## config.mk

```make
export PLATFORM = sky130hd
export DESIGN_NAME = register4
export DESIGN_NICKNAME = d
export VERILOG_FILES = /design/src/rtl/register4_pkg.sv /design/src/rtl/register4_chk.sv /design/src/rtl/register4_parity.sv /design/src/rtl/register4.sv
export SDC_FILE = /design/constraint.sdc
export NUM_CORES = 1
export LEC_CHECK = 0
export ABC_AREA = 1
export CORE_AREA = 5 5 42 44
export CTS_BUF_LIST = sky130_fd_sc_hd__clkbuf_8
export DETAILED_ROUTE_END_ITERATION = 10
export DIE_AREA = 0 0 47 49
export SYNTH_ARGS = -nofsm -noshare
export SYNTH_HDL_FRONTEND = slang
export SYNTH_SLANG_ARGS = --single-unit
```

## constraint.sdc

```tcl
create_clock -name clk -period 1.8 [get_ports clk]
set_input_delay 0.27 -clock clk [delete_from_list [all_inputs] [get_ports clk]]
set_output_delay 0.27 -clock clk [all_outputs]
set_load 0.02 [all_outputs]
```

## src/rtl/register4_pkg.sv

```systemverilog
// register4_pkg
// Shared constants and types for the register4 storage element.
//   REG4_WIDTH : default data width (4 bits)
//   REG4_RESET : default reset value for a REG4_WIDTH register
//   reg4_t     : logic vector of REG4_WIDTH bits
package register4_pkg;

  localparam int REG4_WIDTH = 4;
  localparam logic [REG4_WIDTH-1:0] REG4_RESET = 4'b0000;

  typedef logic [REG4_WIDTH-1:0] reg4_t;

endpackage : register4_pkg

```

## src/rtl/register4_chk.sv

```systemverilog
// register4_chk
// Simulation-only protocol checks for register4.
// Ports:
//   clk   : system clock
//   reset : asynchronous active-high reset
//   we    : write enable, must never be X/Z at a rising edge out of reset
module register4_chk (
  input logic clk,
  input logic reset,
  input logic we
);

  // A write enable of unknown value at a capturing edge is an environment error.
  we_known_a : assert property (@(posedge clk) disable iff (reset) !$isunknown(we));

endmodule : register4_chk

```

## src/rtl/register4_parity.sv

```systemverilog
// register4_parity
// Even-parity generator and compare for the register4 stored value.
// Only instantiated when REGISTER4_PARITY_EN is defined.
// Ports:
//   data_i   : value about to be captured (parity is generated from it)
//   stored_i : value currently held in the storage flops
//   par_i    : parity bit currently held alongside stored_i
//   par_o    : even parity (XOR-reduce) of data_i
//   err_o    : high when stored_i and par_i disagree
module register4_parity
  import register4_pkg::*;
#(
  parameter int WIDTH = REG4_WIDTH
) (
  input  logic [WIDTH-1:0] data_i,
  input  logic [WIDTH-1:0] stored_i,
  input  logic             par_i,
  output logic             par_o,
  output logic             err_o
);

  // Even parity of an arbitrary-width vector.
  function automatic logic even_parity(input logic [WIDTH-1:0] v);
    return ^v;
  endfunction

  assign par_o = even_parity(data_i);
  assign err_o = (even_parity(stored_i) != par_i);

endmodule : register4_parity

```

## src/rtl/register4.sv

```systemverilog
// register4
// Write-enabled storage register with asynchronous active-high clear and
// a "written since reset" status flag.
// Configuration macro: REGISTER4_PARITY_EN adds q_par / par_err.
// Parameters:
//   WIDTH       : data width, 1..64
//   RESET_VALUE : value held in q while reset is asserted
// Ports:
//   clk     : system clock, rising-edge active
//   reset   : asynchronous active-high reset
//   we      : write enable
//   d       : write data
//   q       : stored value, driven straight from flops
//   written : high once any write has occurred since the last reset
//   q_par   : (parity build) registered even parity of q
//   par_err : (parity build) combinational mismatch between ^q and q_par
module register4
  import register4_pkg::*;
#(
  parameter int               WIDTH       = REG4_WIDTH,
  parameter logic [WIDTH-1:0] RESET_VALUE = {WIDTH{1'b0}}
) (
  input  logic             clk,
  input  logic             reset,
  input  logic             we,
  input  logic [WIDTH-1:0] d,
`ifdef REGISTER4_PARITY_EN
  output logic             q_par,
  output logic             par_err,
`endif
  output logic [WIDTH-1:0] q,
  output logic             written
);

  logic [WIDTH-1:0] q_d;
  logic [WIDTH-1:0] q_q;
  logic             written_d;
  logic             written_q;

  // Next-state selection: capture on write, otherwise hold.
  always_comb begin
    q_d       = q_q;
    written_d = written_q;
    if (we) begin
      q_d       = d;
      written_d = 1'b1;
    end else begin
      q_d       = q_q;
      written_d = written_q;
    end
  end

  // Storage flops; reset clears immediately and dominates any write.
  always_ff @(posedge clk or posedge reset) begin
    if (reset) begin
      q_q       <= RESET_VALUE;
      written_q <= 1'b0;
    end else begin
      q_q       <= q_d;
      written_q <= written_d;
    end
  end

  assign q       = q_q;
  assign written = written_q;

`ifdef REGISTER4_PARITY_EN
  localparam logic PAR_RESET = ^RESET_VALUE;

  logic par_gen_s;
  logic par_d;
  logic par_q;

  register4_parity #(
    .WIDTH (WIDTH)
  ) u_parity (
    .data_i   (d),
    .stored_i (q_q),
    .par_i    (par_q),
    .par_o    (par_gen_s),
    .err_o    (par_err)
  );

  // Parity is generated from d so it lands on the same edge as q.
  always_comb begin
    par_d = par_q;
    if (we) begin
      par_d = par_gen_s;
    end else begin
      par_d = par_q;
    end
  end

  // Parity flop, reset to the parity of RESET_VALUE.
  always_ff @(posedge clk or posedge reset) begin
    if (reset) begin
      par_q <= PAR_RESET;
    end else begin
      par_q <= par_d;
    end
  end

  assign q_par = par_q;
`endif

  register4_chk u_chk (
    .clk   (clk),
    .reset (reset),
    .we    (we)
  );

endmodule : register4

```

# --- Word-level counts from Yosys, hierarchy flattened ---
# Index checks and enable logic that the tools add are counted.
word_totals:
  wordCells: 2
  out_inout_bits: 5
  ff_bits: 5
  input_bits: 7

# --- Longest topological paths before layout ---
depth:
  word_depth: 0
  depth_mapped: 3
  ltp_nobuf: 3

# --- Worst setup path after synthesis ---
# Ideal clock, no wire load.
synth_path:
  path_kind: "reg-to-reg"
  start: "register written (netlist name)"
  end: "register written_q (netlist: written)"
  path_slack_ps: 1031
  path_buffers: 0
  t_arrival_ps: 645
  path_stages_with_launch: 2
  setup_ps: 124
  period_less_slack_ps: 769
  t_required_ps: 1676
  cell_sequence: "dfrtp_1 -> or2_1"
synth_lines:
  columns: ["item", "line_no", "rtl"]
  rows:
  - ["to (signal assigned)", "register4.sv:60", "written_q <= written_d;"]
  - ["to (decl)", "register4.sv:38", "logic written_q;"]

# --- Worst setup path after layout ---
layout_path:
  start: "register q_q[1] (netlist: q[1])"
  end: "output q[1]"
layout_lines:
  columns: ["item", "line_no", "rtl"]
  rows:
  - ["from (decl)", "register4.sv:36", "logic [WIDTH-1:0] q_q;"]
  - ["from (signal assigned)", "register4.sv:59", "q_q <= q_d;"]
  - ["to (decl)", "register4.sv:31", "output logic [WIDTH-1:0] q,"]
# No word-level cell between the ends.

==> results.md <==
* Final worst path period share at 80.0%
* I/O pins at 12
* Crit start category: register
* Cell family with most CP delay: buffers and inverters
* Design area at 359 µm²
* Antenna violations before repair at 0
* Unique masters post-synth at 5
* Critical path's slowest cell: clkdlybuf4s50_1
* Syn avg cell area at 9.20 µm²
* Setup Viol. Count Final at 0
* Tmin final at 1.44 ns
* Clk buf depth at 2
* Setup TNS Final at 0 ns
* Worst-case reg-to-reg path depth at 1
* CP Depth at 1
* Iter 0 DRT Violations at 6
* Gr ovfl total at 0
* Fill cells at 164
* Final hold vios at 0
* Nature of the critical path endpoint: output pin
* Warnings from Yosys at 0
* Leakage at around 0.00017 µW
* Worst endpoint required time at around 1.5 ns
* Worst-skew pair later-pin latency at 0.22 ns
* Layout cells sized above 1 at 11.4%
* First-pass GRT wire length at 786 µm
* Post-CTS Hold Buffers at 0
* Die Height at 49 µm
* TritonCTS buffer count at 3
* Vias in the first global route at between 150 and 200
* Clock Skews at 0 ns
* Worst Path Buf+Inv at 1
* R2R Setup Slk at 1.11 ns
* Root Buffer: clkbuf_8
* GRT Total Usage at 5.10%
* TritonCTS clock tree: done
* Hold crit path type: in2async
* Post-Syn Instances at 20
* Power density over cell area at 1040 nW/µm²
* Crit Reg-Reg Startpoint: written$_DFFE_PP0P_
* Full die area at 2300 µm²
* Vias per cell at 3.37
* Post-layout util at 25.6%
* Kind of critical path: reg2out
* Total of max-cap violations at 0
* DR DRC count at 0
* Worst-Margin Slew at 0.226 ns
* Largest net degree at the start of global routing at 7
* Core box area at 1400 µm²
* Synth-to-Final Area Change at 95.2%
* RR Endpoint: written$_DFFE_PP0P_
* Cts repair resizes at 0
* Multi-input gate area at 51.3 µm²
* Via count at 172
* Seq. cell area at about 130 µm²
* Slew Limit Headroom at 84.9%
* Nets at 43
* CP cell instances: clkdlybuf4s50_1
* Starting Density at 13.1%
* Cell Area, Synth at 184 µm²
* Row Count at 14
* Delay of the slowest cell on the worst path at around 0.61 ns
* Die Width at roughly 47 µm
* RSZ-0062 raised after global routing: false
* DRT Pass-1 Iters at 3
* CP Max Fanout at 2
* Worst VDD drop at 391 µV
* H-tree levels at 1
* WL/cell at around 9.0 µm
* Post-CTS setup buffers at 0
* DRT antenna net count at 0
* CP arrival at roughly 1.2 ns
* Routability Congestion at 0.679
* Dpl cell area at 314 µm²
* Top achievable clock speed at 694 MHz
* Syn nets at 27
* Status: completed
* Flops & latches, synth at 5
* Final WL at ~460 µm
* Sink Count at 5
* Fin. max-slew vios at 0
* Reg clk slew, reported paths at about 0.030 ns
* Ant. Diodes at 0
* Port Buf Inserts at 11
* Sequential element share of the synthesized area at 68.0%
-- report_power, final --
part	leakage, µW	switching [µW]	internal [µW]
logic	0.0000882	23.9	28.4
clock network	0.0000269	50.9	146
registers	0.0000575	3.89	121
-- flip-flops by register name, indices dropped and copies added, names as in the netlist --
| name | count |
|---|---|
| written | 1 |
| q | 4 |
-- area by class of cell --
cell class	count	share of cell area [%]
Inverter	2	2.09
Clock buffer	3	11.5
Tap cell	16	5.57
Clock inverter	1	1.05
Timing Repair Buffer	11	30.7
Sequential cell	5	34.8
Multi-Input combinational cell	13	14.3
-- placed cells by master (no fill, tap or decap), drive strengths merged --
cell           instances
nand2                 12
clkdlybuf4s50         11
dfrtp                  5
clkbuf                 3
inv                    3
or2                    1
-- synthesized netlist by cell type --
cell type | instances | area share [%]
inv_2 | 1 | 2.0
or2_1 | 1 | 3.4
inv_1 | 1 | 2.0
nand2_1 | 12 | 24
dfrtp_1 | 5 | 68
-- metrics by stage --
stage / power (µW) / hold slack, ns / instances / setup WS [ns]
2_1_floorplan: 146 / 0.0485 / 20 / 1.03
3_3_place_gp: 179 / 0.448 / 47 / 0.591
3_5_place_dp: 180 / 0.459 / 47 / 0.582
4_1_cts: 382 / 0.258 / 51 / 0.346
5_1_grt: 400 / 0.289 / 51 / 0.311
6_report: 374 / 0.250 / 51 / 0.359
-- worst max path at each step --
stage / startpoint / endpoint / slack (ns)
after CTS: q[1]$_DFFE_PP0P_ / q[1] / 0.35
after detailed placement: q[1]$_DFFE_PP0P_ / q[1] / 0.58
after global placement: q[1]$_DFFE_PP0P_ / q[1] / 0.59
after global routing: q[1]$_DFFE_PP0P_ / q[1] / 0.31
final: q[1]$_DFFE_PP0P_ / q[1] / 0.36
after floorplan: written$_DFFE_PP0P_ / written$_DFFE_PP0P_ / 1.03
-- routing by layer --
layer  up-vias  track usage [%]  share of wire [%]
met3         0             5.54                 16
met4         0             2.76                  0
met1        75             5.58                 41
met2        10             5.88                 43
li1         87                -                  -
met5         -                0                  0
-- cell families (layout without fill, tap and decap cells) --
group                  Yosys count  after routing  share of synthesized area, %
AND/OR/NAND/NOR                 13             13                          27.9
flip-flops                       5              5                          68.0
buffers and inverters            2             17                          4.08
Power figures use the tool's default switching activity.
